[src/rtl/replace_num_sched_pkg.sv]
// +----------------------------------------------------------------------+
// | replace_num_sched_pkg : shared widths and helpers for the scheduler  |
// | Rev 1.0                                                              |
// +----------------------------------------------------------------------+
`default_nettype none

package replace_num_sched_pkg;

    // Packet layout is {addr, data}, matching the UART message decoder.
    localparam int PKT_ADDR_WIDTH  = 8;
    localparam int PKT_DATA_WIDTH  = 16;
    localparam int PEND_FIFO_DEPTH = 4;
    localparam int REPL_CNT_WIDTH  = 16;

    localparam logic [1:0] STROBE_GAP_MIN = 2'd2;
    localparam logic [1:0] STROBE_GAP_SAT = 2'd3;

    function automatic logic [REPL_CNT_WIDTH-1:0] sat_inc(input logic [REPL_CNT_WIDTH-1:0] v);
        return (&v) ? v : v + REPL_CNT_WIDTH'(1);
    endfunction

endpackage

`default_nettype wire

[src/rtl/replace_num_fifo.sv]
// +----------------------------------------------------------------------+
// | replace_num_fifo : synchronous pending-write FIFO with count flags   |
// | Rev 1.0                                                              |
// +----------------------------------------------------------------------+
`default_nettype none

module replace_num_fifo
    import replace_num_sched_pkg::*;
#(
    parameter int WIDTH = PKT_ADDR_WIDTH + PKT_DATA_WIDTH,
    parameter int DEPTH = PEND_FIFO_DEPTH
)(
    input  logic                     clk,
    input  logic                     rst,
    input  logic                     push_i,
    input  logic                     pop_i,
    input  logic [WIDTH-1:0]         wdata_i,
    output logic [WIDTH-1:0]         rdata_o,
    output logic                     full_o,
    output logic                     empty_o,
    output logic [$clog2(DEPTH):0]   count_o
);

    localparam int AW = $clog2(DEPTH);

    logic [WIDTH-1:0] mem_q [DEPTH];
    logic [AW-1:0]    wr_ptr_q;
    logic [AW-1:0]    rd_ptr_q;
    logic [AW:0]      count_q;
    logic             w_push;
    logic             w_pop;

    assign full_o  = (count_q == (AW+1)'(DEPTH));
    assign empty_o = (count_q == '0);
    assign count_o = count_q;
    assign rdata_o = mem_q[rd_ptr_q];
    assign w_push  = push_i && !full_o;
    assign w_pop   = pop_i && !empty_o;

    always_ff @(posedge clk) begin
        if (w_push) begin
            mem_q[wr_ptr_q] <= wdata_i;
        end
    end

    always_ff @(posedge clk) begin
        if (rst) begin
            wr_ptr_q <= '0;
            rd_ptr_q <= '0;
            count_q  <= '0;
        end else begin
            if (w_push) wr_ptr_q <= wr_ptr_q + AW'(1);
            if (w_pop)  rd_ptr_q <= rd_ptr_q + AW'(1);
            case ({w_push, w_pop})
                2'b10:   count_q <= count_q + (AW+1)'(1);
                2'b01:   count_q <= count_q - (AW+1)'(1);
                default: count_q <= count_q;
            endcase
        end
    end

endmodule

`default_nettype wire

[src/rtl/replace_num_sched.sv]
// +----------------------------------------------------------------------+
// | replace_num_sched : replacement-memory read/write scheduler          |
// | Rev 1.0                                                              |
// +----------------------------------------------------------------------+
`default_nettype none

module replace_num_sched
    import replace_num_sched_pkg::*;
#(
    parameter int ADDR_WIDTH = PKT_ADDR_WIDTH,
    parameter int DATA_WIDTH = PKT_DATA_WIDTH,
    parameter int FIFO_DEPTH = PEND_FIFO_DEPTH
)(
    input  logic                             clk,
    input  logic                             rst,
    input  logic [ADDR_WIDTH+DATA_WIDTH-1:0] pkt_in,
    input  logic                             pkt_valid,
    output logic                             pkt_ready,
    input  logic                             word_strobe,
    output logic [ADDR_WIDTH+DATA_WIDTH-1:0] mem_wr_packet,
    output logic                             mem_wr_en,
    output logic [ADDR_WIDTH-1:0]            mem_rd_addr,
    output logic                             mem_rd_en,
    input  logic [DATA_WIDTH-1:0]            mem_data,
    input  logic                             mem_valid,
    output logic [DATA_WIDTH-1:0]            repl_data,
    output logic                             repl_valid,
    output logic [ADDR_WIDTH-1:0]            pos,
    output logic [$clog2(FIFO_DEPTH):0]      pending,
    output logic [REPL_CNT_WIDTH-1:0]        replaced_cnt,
    output logic                             overrun
);

    logic                      w_full;
    logic                      w_empty;
    logic                      w_push;
    logic                      w_pop;
    logic                      w_block;

    logic [ADDR_WIDTH-1:0]     pos_q,     pos_d;
    logic [1:0]                gap_q,     gap_d;
    logic                      overrun_q, overrun_d;
    logic [REPL_CNT_WIDTH-1:0] cnt_q,     cnt_d;
    logic                      rd_en_q;
    logic [ADDR_WIDTH-1:0]     rd_addr_q;
    logic                      rd_pend_q;
    logic                      clear_q;
    logic                      first_q;
    logic                      repl_valid_q;
    logic [DATA_WIDTH-1:0]     repl_data_q;

    // Writes stay off the read cycle, the memory's clear slot after it,
    // and the first cycle out of reset.
    assign w_block = rd_en_q | clear_q | first_q;
    assign w_push  = pkt_valid && !w_full;
    assign w_pop   = !w_empty && !w_block;

    replace_num_fifo #(
        .WIDTH (ADDR_WIDTH + DATA_WIDTH),
        .DEPTH (FIFO_DEPTH)
    ) u_fifo (
        .clk     (clk),
        .rst     (rst),
        .push_i  (w_push),
        .pop_i   (w_pop),
        .wdata_i (pkt_in),
        .rdata_o (mem_wr_packet),
        .full_o  (w_full),
        .empty_o (w_empty),
        .count_o (pending)
    );

    always_comb begin
        pos_d     = pos_q;
        gap_d     = gap_q;
        overrun_d = overrun_q;
        cnt_d     = cnt_q;
        if (word_strobe) begin
            pos_d = pos_q + ADDR_WIDTH'(1);
            gap_d = 2'd0;
            if (gap_q < STROBE_GAP_MIN) overrun_d = 1'b1;
        end else if (gap_q != STROBE_GAP_SAT) begin
            gap_d = gap_q + 2'd1;
        end
        if (repl_valid_q) cnt_d = sat_inc(cnt_q);
    end

    always_ff @(posedge clk) begin
        if (rst) begin
            pos_q        <= '0;
            gap_q        <= STROBE_GAP_SAT;
            overrun_q    <= 1'b0;
            cnt_q        <= '0;
            rd_en_q      <= 1'b0;
            rd_addr_q    <= '0;
            rd_pend_q    <= 1'b0;
            clear_q      <= 1'b0;
            first_q      <= 1'b1;
            repl_valid_q <= 1'b0;
            repl_data_q  <= '0;
        end else begin
            pos_q        <= pos_d;
            gap_q        <= gap_d;
            overrun_q    <= overrun_d;
            cnt_q        <= cnt_d;
            first_q      <= 1'b0;
            rd_en_q      <= word_strobe;
            clear_q      <= rd_en_q;
            if (word_strobe) rd_addr_q <= pos_q;
            // A strobe right behind a read supersedes it; its data is dropped.
            rd_pend_q    <= rd_en_q && !word_strobe;
            repl_valid_q <= rd_pend_q && mem_valid;
            if (rd_pend_q) repl_data_q <= mem_data;
        end
    end

    assign pkt_ready    = !w_full;
    assign mem_wr_en    = w_pop;
    assign mem_rd_en    = rd_en_q;
    assign mem_rd_addr  = rd_addr_q;
    assign repl_valid   = repl_valid_q;
    assign repl_data    = repl_data_q;
    assign pos          = pos_q;
    assign replaced_cnt = cnt_q;
    assign overrun      = overrun_q;

endmodule

`default_nettype wire

[config.mk]
export PLATFORM = sky130hd
export DESIGN_NAME = replace_num_sched
export DESIGN_NICKNAME = d
export VERILOG_FILES = /design/src/rtl/replace_num_sched_pkg.sv /design/src/rtl/replace_num_fifo.sv /design/src/rtl/replace_num_sched.sv
export SDC_FILE = /design/constraint.sdc
export NUM_CORES = 1
export LEC_CHECK = 0
export BUFFER_PORTS_ARGS = -buffer_cell sky130_fd_sc_hd__buf_2
export CAP_MARGIN = 20
export CORE_ASPECT_RATIO = 1.4
export CORE_MARGIN = 3
export CORE_UTILIZATION = 54
export CTS_CLUSTER_SIZE = 8
export DETAILED_ROUTE_END_ITERATION = 16
export PLACE_DENSITY = 0.79
export SLEW_MARGIN = 20
export SYNTH_ARGS = -nofsm -noshare
export SYNTH_HDL_FRONTEND = slang
export SYNTH_HIERARCHICAL = 1
export SYNTH_SLANG_ARGS = --single-unit
export TNS_END_PERCENT = 5
[constraint.sdc]
create_clock -name clk -period 2.5 [get_ports clk]
set_input_delay 0 -clock clk [delete_from_list [all_inputs] [get_ports clk]]
set_output_delay 0 -clock clk [all_outputs]
set_load 0.01 [all_outputs]
# [Yosys cells after proc, flatten, opt, wreduce, memory -nomap -nowiden]
# Memory sizes are Yosys's and may differ from the RTL's. A register that Yosys moved wholly into a read port is not among the register bits.
# Cells that the tools add are included.
# W data, S select, Z words.
[op_classes] add_sub_neg=7 magnitude_cmp=1 eq_ne=4 mux=8 n_bitwise=3 reduce_logical=16
[ops] cell="$add A16 B1 Y16 const B" n=1
[ops] cell="$reduce_and A16 Y1" n=1
[ops] cell="$add A8 B1 Y8 const B" n=1
[ops] cell="$mux W2" n=4
[ops] cell="$add A2 B1 Y2 const B" n=3
[ops] cell="$logic_and A1 B1 Y1" n=6
[ops] cell="$pmux W3 S2" n=1
[ops] cell="$logic_not A1 Y1" n=4
[ops] cell="$reduce_and A2 Y1" n=2
[ops] cell="$reduce_bool A2 Y1" n=2
[ops] cell="$add A3 B1 Y3 const B" n=1
[ops] cell="$eq A3 B3 Y1 const B" n=1
[ops] cell="$logic_not A3 Y1" n=1
[ops] cell="$mux W1" n=3
[ops] cell="$sub A3 B1 Y3 const B" n=1
[ops] cell="$eq A2 B1 Y1 const B" n=1
[ops] cell="$eq A2 B2 Y1 const B" n=1
[ops] cell="$lt A2 B2 Y1 const B" n=1
[ops] cell="$ne A2 B2 Y1 const B" n=1
[ops] cell="$or A1 B1 Y1" n=2
[ops] cell="$not A1 Y1" n=1
[totals] reg_bits=63 ramBits=96 input_bits=45 output_inout_bits=80 wordCells=54 n_memories=1
[mem_list] memory="u_fifo.mem_q" words=4 word_bits=24 read_ports=1 rd_clocked_by_memory_dff=1 wr=1 line="replace_num_fifo.sv:26" text="logic [WIDTH-1:0] mem_q [DEPTH];"

# [Depth between registers and ports, before layout]
[depth] word_depth=7 depth_mapped=11 ltp_nobuf=11

# [Cells and area by module]
# The synthesis kept the hierarchy.
[modules_own_cells] module="replace_num_fifo" n_inst=1 cells_per_inst=180 area_each_um2=3978.8 seq_area_each_um2=3062.9
[modules_own_cells] module="replace_num_sched" n_inst=1 cells_per_inst=240 area_each_um2=2262.2 seq_area_each_um2=1121.1

# [Worst setup path before layout]
# No wires, ideal clock.
[synth_path] path_kind="reg-to-reg" startpoint="reg u_fifo.count_q[0], in the netlist u_fifo/count_o[0]" endpoint="reg u_fifo.count_q[2], in the netlist u_fifo/count_o[2]" setup_time_ns=0.070 arrival_ns=2.494 t_required_ns=2.430 path_slack_ns=-0.064 path_stages_with_launch=11 synth_period_minus_slack_ns=2.564 path_cell_list="dfxtp_1 nor3_1 nor4_1 o31ai_1 inv_1 ha_1 inv_1 fa_1 xor2_1 or3_1 a21oi_1"
[synth_via] elab_chain_cells=6 word_cells_on_any_way=14 cone_classes="add/sub (2); eq/ne (3); mux (1); reduce/logical (8)"
[synth_rtl] item="start, declared" line="replace_num_fifo.sv:29" text="logic [AW:0] count_q;"
[synth_rtl] item="start signal, assigned" line="replace_num_fifo.sv:55" text="2'b10: count_q <= count_q + (AW+1)'(1);"
[synth_rtl] item="start signal, assigned" line="replace_num_fifo.sv:56" text="2'b01: count_q <= count_q - (AW+1)'(1);"
[synth_rtl] item="start signal, assigned" line="replace_num_fifo.sv:57" text="default: count_q <= count_q;"
[synth_rtl] item="$logic_not A3 Y1 *" line="replace_num_fifo.sv:34" text="assign empty_o = (count_q == '0);"
[synth_rtl] item="net w_empty" line="replace_num_sched.sv:35" text="logic w_empty;"
[synth_rtl] item="$logic_not A1 Y1 *" line="replace_num_sched.sv:56" text="assign w_pop = !w_empty && !w_block;"
[synth_rtl] item="$logic_and A1 B1 Y1 *" line="replace_num_sched.sv:56"
[synth_rtl] item="net mem_wr_en" line="replace_num_sched.sv:21" text="output logic mem_wr_en,"
[synth_rtl] item="$logic_and A1 B1 Y1 *" line="replace_num_fifo.sv:38" text="assign w_pop = pop_i && !empty_o;"
[synth_rtl] item="net u_fifo.w_pop" line="replace_num_fifo.sv:31" text="logic w_pop;"
[synth_rtl] item="$eq A2 B1 Y1 or $eq A2 B2 Y1 (tied branches)" line="replace_num_fifo.sv:54" text="case ({w_push, w_pop})"
[synth_rtl] item="$pmux W3 S2 or $reduce_bool A2 Y1 (tied branches)"
# Mark *: on every way through the listed nets, which the timed path passes. The rest lies on a longest branch.
# A chain may end at the register's enable or synchronous reset.

# [Worst setup path after layout]
[layout_path] startpoint="reg u_fifo.count_q[1], in the netlist u_fifo/count_o[1]" endpoint="reg u_fifo.count_q[2], in the netlist u_fifo/count_o[2]"
[layout_via] elab_chain_cells=6 word_cells_on_any_way=14 cone_classes="add/sub (2); eq/ne (3); mux (1); reduce/logical (8)"
[layout_rtl] item="$logic_not A3 Y1 *" line="replace_num_fifo.sv:34"
[layout_rtl] item="net w_empty" line="replace_num_sched.sv:35"
[layout_rtl] item="$logic_not A1 Y1 *" line="replace_num_fifo.sv:38, replace_num_sched.sv:56"
[layout_rtl] item="$logic_and A1 B1 Y1" line="replace_num_sched.sv:56"
[layout_rtl] item="$logic_and A1 B1 Y1 *" line="replace_num_fifo.sv:38"
[layout_rtl] item="net u_fifo.w_pop" line="replace_num_fifo.sv:31"
[layout_rtl] item="$eq A2 B1 Y1 or $eq A2 B2 Y1 (tied branches)" line="replace_num_fifo.sv:54"
[layout_rtl] item="$pmux W3 S2 or $reduce_bool A2 Y1 (tied branches)"
# Marks and branches as above.

==> out/results.env <==
OUTCOME='finished, final reports clean'
KIND_OF_CAPTURE_POINT_OF_THE_WORST_SETUP_PATH='register'
NETLIST_TOP_CELLS_AREA='sky130_fd_sc_hd__edfxtp_1, sky130_fd_sc_hd__dfxtp_1, sky130_fd_sc_hd__mux4_2'
FINAL_NETS=656
FINAL.PERIOD_UTILIZATION_PCT=99.6
SYNTH_TOP_AREA_CELL='sky130_fd_sc_hd__edfxtp_1'
DP_HPWL_UM=8040
GRT_USAGE_PCT=19.9
CLOCKROOTBUFFER='sky130_fd_sc_hd__clkbuf_16'
DPL_CELL_AREA_UM2=7000
SYNTH_LARGEST_TYPE_AREA_FRACTION_PCT=46.2
STARTPOINT_TYPE='register'
TOTAL_POWER_mW=6.20
INSERTION_DELAY_NS=0.41
SYNTH.NET_COUNT=474
FIN_UTIL_PCT=72.8
GRT_MAX_DEGREE=38
POSTSYNTHREGISTERBITS=161
FP.COREAREA_UM2=11100
MAX-SLEW-MARGIN-REL_PCT=37.4
CTS_BUFFERS=17
FP.DIEW_UM=96.9
SWITCHING_SHARE_PCT=23.0
SYN2LAYOUT_AREA_GROWTH_PCT=29.4
POSTROUTEANTENNANETS=0
ROUTED_WIRE_LENGTH_PER_INSTANCE_UM=16.7
CLOCK.FMAX_MHz=402
INTERNAL_POWER_mW=4.77
NUM_VIAS=4085
DESIGN_AREA_UM2=8080
DIE_H_UM=133
H-TREE-DEPTH=4
DIODES=0
FINALHOLDVIOLATIONS=0
TOTAL_SWITCHING_POWER_mW=1.43
CTS_TREE='yes'
YOSYSSEQAREASHARE_PCT=67.0
TIMING.HOLD.WORST.CLASS='primary input to register'
FIRST_GLOBAL_VIAS=4138
CRITICAL_PATH_PEAK_FANOUT=5
CRIT_CHAIN='nor3_2, nor4_2, o31ai_2, inv_1, ha_2, inv_1, fa_1, xor2_1, or3_1, a21oi_1'
SKEW_NS=0.00920
MAX_CAP_VIOL_COUNT=0
WORSTMARGINPINSLEW_NS=0.938
TNS_NS=0
FIRST_PASS_ITERS=5
CP.ARRIVAL_NS=2.82
DRV_SLEW=0
PEAKVDDDROP_mV=0.468
GRT_FIRST_PASS_WIRELENGTH_UM=20300
P_COMB_SHARE_PCT=10.1
FINAL_WEIGHTED_CONGESTION_IN_ROUTABILITY_DRIVEN_PLACEMENT=0.833
FINAL-SETUP-VIOL-COUNT=0
CRIT_BUF_INV=2
POWER.SEQUENTIAL.FRACTION_PCT=49.0
ASYNC_FLOP_SHARE_PCT=0
WL_UM=12600
CRITICAL-PATH-TOP-DELAY-FAMILY='simple AND/OR/NAND/NOR gates'
GRT_OVERFLOW=0
SLOWEST_STAGE='sky130_fd_sc_hd__nor4_2'
VIAS_PER_CELL=5.40
CLKSLEWWORSTSETUPHOLDPATHS_NS=0.06
SYN-CELL-AREA_UM2=6240
DRT_ITER0_MARKERS=187
SYN-MEAN-INSTANCE-AREA_UM2=14.9
DESIGN.PORTCOUNT=125
PORT_BUFFERS=124
POST_SYNTH_NUM_CELL_TYPES=43
CRIT_TOP_CELL='sky130_fd_sc_hd__inv_1'
YOSYSWARNINGS=6
CP_SLOWEST_STAGE_DELAY_NS=0.40
SYNTH-MAIN-FF-CELL='sky130_fd_sc_hd__edfxtp_1'
CLOCK_POWER_SHARE_PCT=40.9
POWER.LEAKAGE_nW=3.12
ANTENNA_FOUND_INITIAL=0
LAYOUT_CELLS_SIZED_ABOVE_1_PCT=33.2
TIMING.CRITICAL_PATH.REQUIRED_NS=2.83
TRITONCTS_NUM_SINKS=161
SYNTHCELLS=420
PLACEMENT_ROWS=45
POWER_PER_CELL_AREA_nW_PER_UM2=767
DIE_AREA_UM2=12900
DETAIL_ROUTE.DRC_VIOLATIONS=0
STARTING_UTILIZATION_OF_THE_CORE_AREA_PCT=56.3
FINALWORSTPATHREQUIREDPERIOD_NS=2.49
SYNTH_ENABLE_FLOP_CELLS=96
PATH_CLASS='register to register'
CTS-ROOT-TO-SINK-BUFFERS=2
## cell usage after synthesis, types with 6 or more instances
| master | n |
|---|---|
| sky130_fd_sc_hd__nand3_1 | 6 |
| sky130_fd_sc_hd__a21oi_1 | 15 |
| sky130_fd_sc_hd__ha_1 | 8 |
| sky130_fd_sc_hd__mux2i_1 | 29 |
| sky130_fd_sc_hd__mux4_2 | 20 |
| sky130_fd_sc_hd__nand2_1 | 8 |
| sky130_fd_sc_hd__inv_1 | 13 |
| sky130_fd_sc_hd__nor2b_1 | 7 |
| sky130_fd_sc_hd__dfxtp_1 | 65 |
| sky130_fd_sc_hd__xor2_1 | 8 |
| sky130_fd_sc_hd__or3_1 | 9 |
| sky130_fd_sc_hd__nor2_1 | 51 |
| sky130_fd_sc_hd__nand4_1 | 8 |
| sky130_fd_sc_hd__nor3_1 | 9 |
| sky130_fd_sc_hd__o21ai_0 | 8 |
| sky130_fd_sc_hd__edfxtp_1 | 96 |
## registers in the layout (all words and copies together) (netlist names), 2 cells and up, named ones only
name and cells:
u_fifo/count_o 3, gap_q 2, u_fifo/mem_q 96, u_fifo/wr_ptr_q 2, pos 8, repl_data 16
u_fifo/rd_ptr_q 2, replaced_cnt 16, mem_rd_addr 8
## per-layer routing
| layer | up-vias | global-route usage, % | share of wire [%] |
|---|---|---|---|
| li1 | 1945 | - | - |
| met1 | 1982 | 23.4 | 40 |
| met2 | 148 | 34.6 | 53 |
| met3 | 10 | 6.23 | 6.6 |
| met4 | 0 | 6.87 | 0.70 |
| met5 | - | 0 | 0 |
## through the flow
step,hold WS (ns),worst slack (ns),std cells
4_1_cts,0.0258,0.0691,750
2_1_floorplan,0.0277,0.148,420
3_3_place_gp,0.211,0.281,677
5_1_grt,0.0507,-0.0492,756
6_report,0.0431,0.0106,756
3_5_place_dp,0.216,0.0834,677
## power by group through the flow
stage / clock, mW / combinational (mW) / sequential (mW)
floorplan: 0 / 0.349 / 3.06
global placement: 0 / 0.523 / 3.07
finish: 2.53 / 0.629 / 3.04
global route: 2.72 / 0.687 / 3.05
CTS: 2.59 / 0.593 / 3.03
detailed placement: 0 / 0.540 / 3.09
## layout make-up
type,count,area (µm²)
clock inverter,13,151
fill,711,3020
tap,141,176
inverter,13,48.8
multi-input combinational,229,1930
timing repair buffer,180,1140
clock buffer,19,433
sequential,161,4200
## path summary, 6_finish.rpt
| path | slack (ns) | depth (start not counted) | endpoint | from |
|---|---|---|---|---|
| max | 0.01 | 10 | u_fifo/count_o[2] | u_fifo/count_o[1] |
| min | 0.04 | 2 | gap_q[1] | word_strobe |
| max reg2reg | 0.01 | 10 | u_fifo/count_o[2] | u_fifo/count_o[1] |
| min reg2reg | 0.47 | 2 | overrun | overrun |
## repair_timing
| item | 4_1_cts | 5_1_grt |
|---|---|---|
| setup buffers | 0 | 6 |
| gates resized for setup | 0 | 11 |
| endpoints found under the hold margin | 113 | 0 |
| hold buffers | 41 | 0 |
| setup endpoints to repair | 0 | 1 |
## placed cells by master, fill, tap and decap left out, types with 3 or more instances in the layout
| master | instances |
|---|---|
| sky130_fd_sc_hd__inv_6 | 4 |
| sky130_fd_sc_hd__nor2b_1 | 7 |
| sky130_fd_sc_hd__buf_4 | 15 |
| sky130_fd_sc_hd__dfxtp_4 | 3 |
| sky130_fd_sc_hd__nand4_1 | 8 |
| sky130_fd_sc_hd__a211oi_1 | 4 |
| sky130_fd_sc_hd__or3_1 | 9 |
| sky130_fd_sc_hd__dfxtp_1 | 61 |
| sky130_fd_sc_hd__mux4_2 | 20 |
| sky130_fd_sc_hd__buf_2 | 124 |
| sky130_fd_sc_hd__nor3_1 | 8 |
| sky130_fd_sc_hd__ha_1 | 7 |
| sky130_fd_sc_hd__nand3_1 | 6 |
| sky130_fd_sc_hd__nand2b_1 | 4 |
| sky130_fd_sc_hd__clkinvlp_4 | 3 |
| sky130_fd_sc_hd__clkbuf_16 | 17 |
| sky130_fd_sc_hd__o21ai_0 | 8 |
| sky130_fd_sc_hd__xor2_1 | 8 |
| sky130_fd_sc_hd__inv_1 | 13 |
| sky130_fd_sc_hd__and2_1 | 4 |
| sky130_fd_sc_hd__dlygate4sd3_1 | 41 |
| sky130_fd_sc_hd__nor2_1 | 50 |
| sky130_fd_sc_hd__a21oi_1 | 15 |
| sky130_fd_sc_hd__edfxtp_1 | 96 |
| sky130_fd_sc_hd__nor4_1 | 3 |
| sky130_fd_sc_hd__nand2_1 | 8 |
| sky130_fd_sc_hd__mux4_1 | 4 |
| sky130_fd_sc_hd__mux2i_1 | 29 |
## logic make-up after synthesis
group           synth area share [%]
compound gates                  3.33
xor+xnor                        1.26
fa+ha+maj                       1.92
buf+inv                         2.53
flops                           67.0
mux                             13.9
simple gates                    10.0
Note: power is estimated with default switching activity, not from simulation.
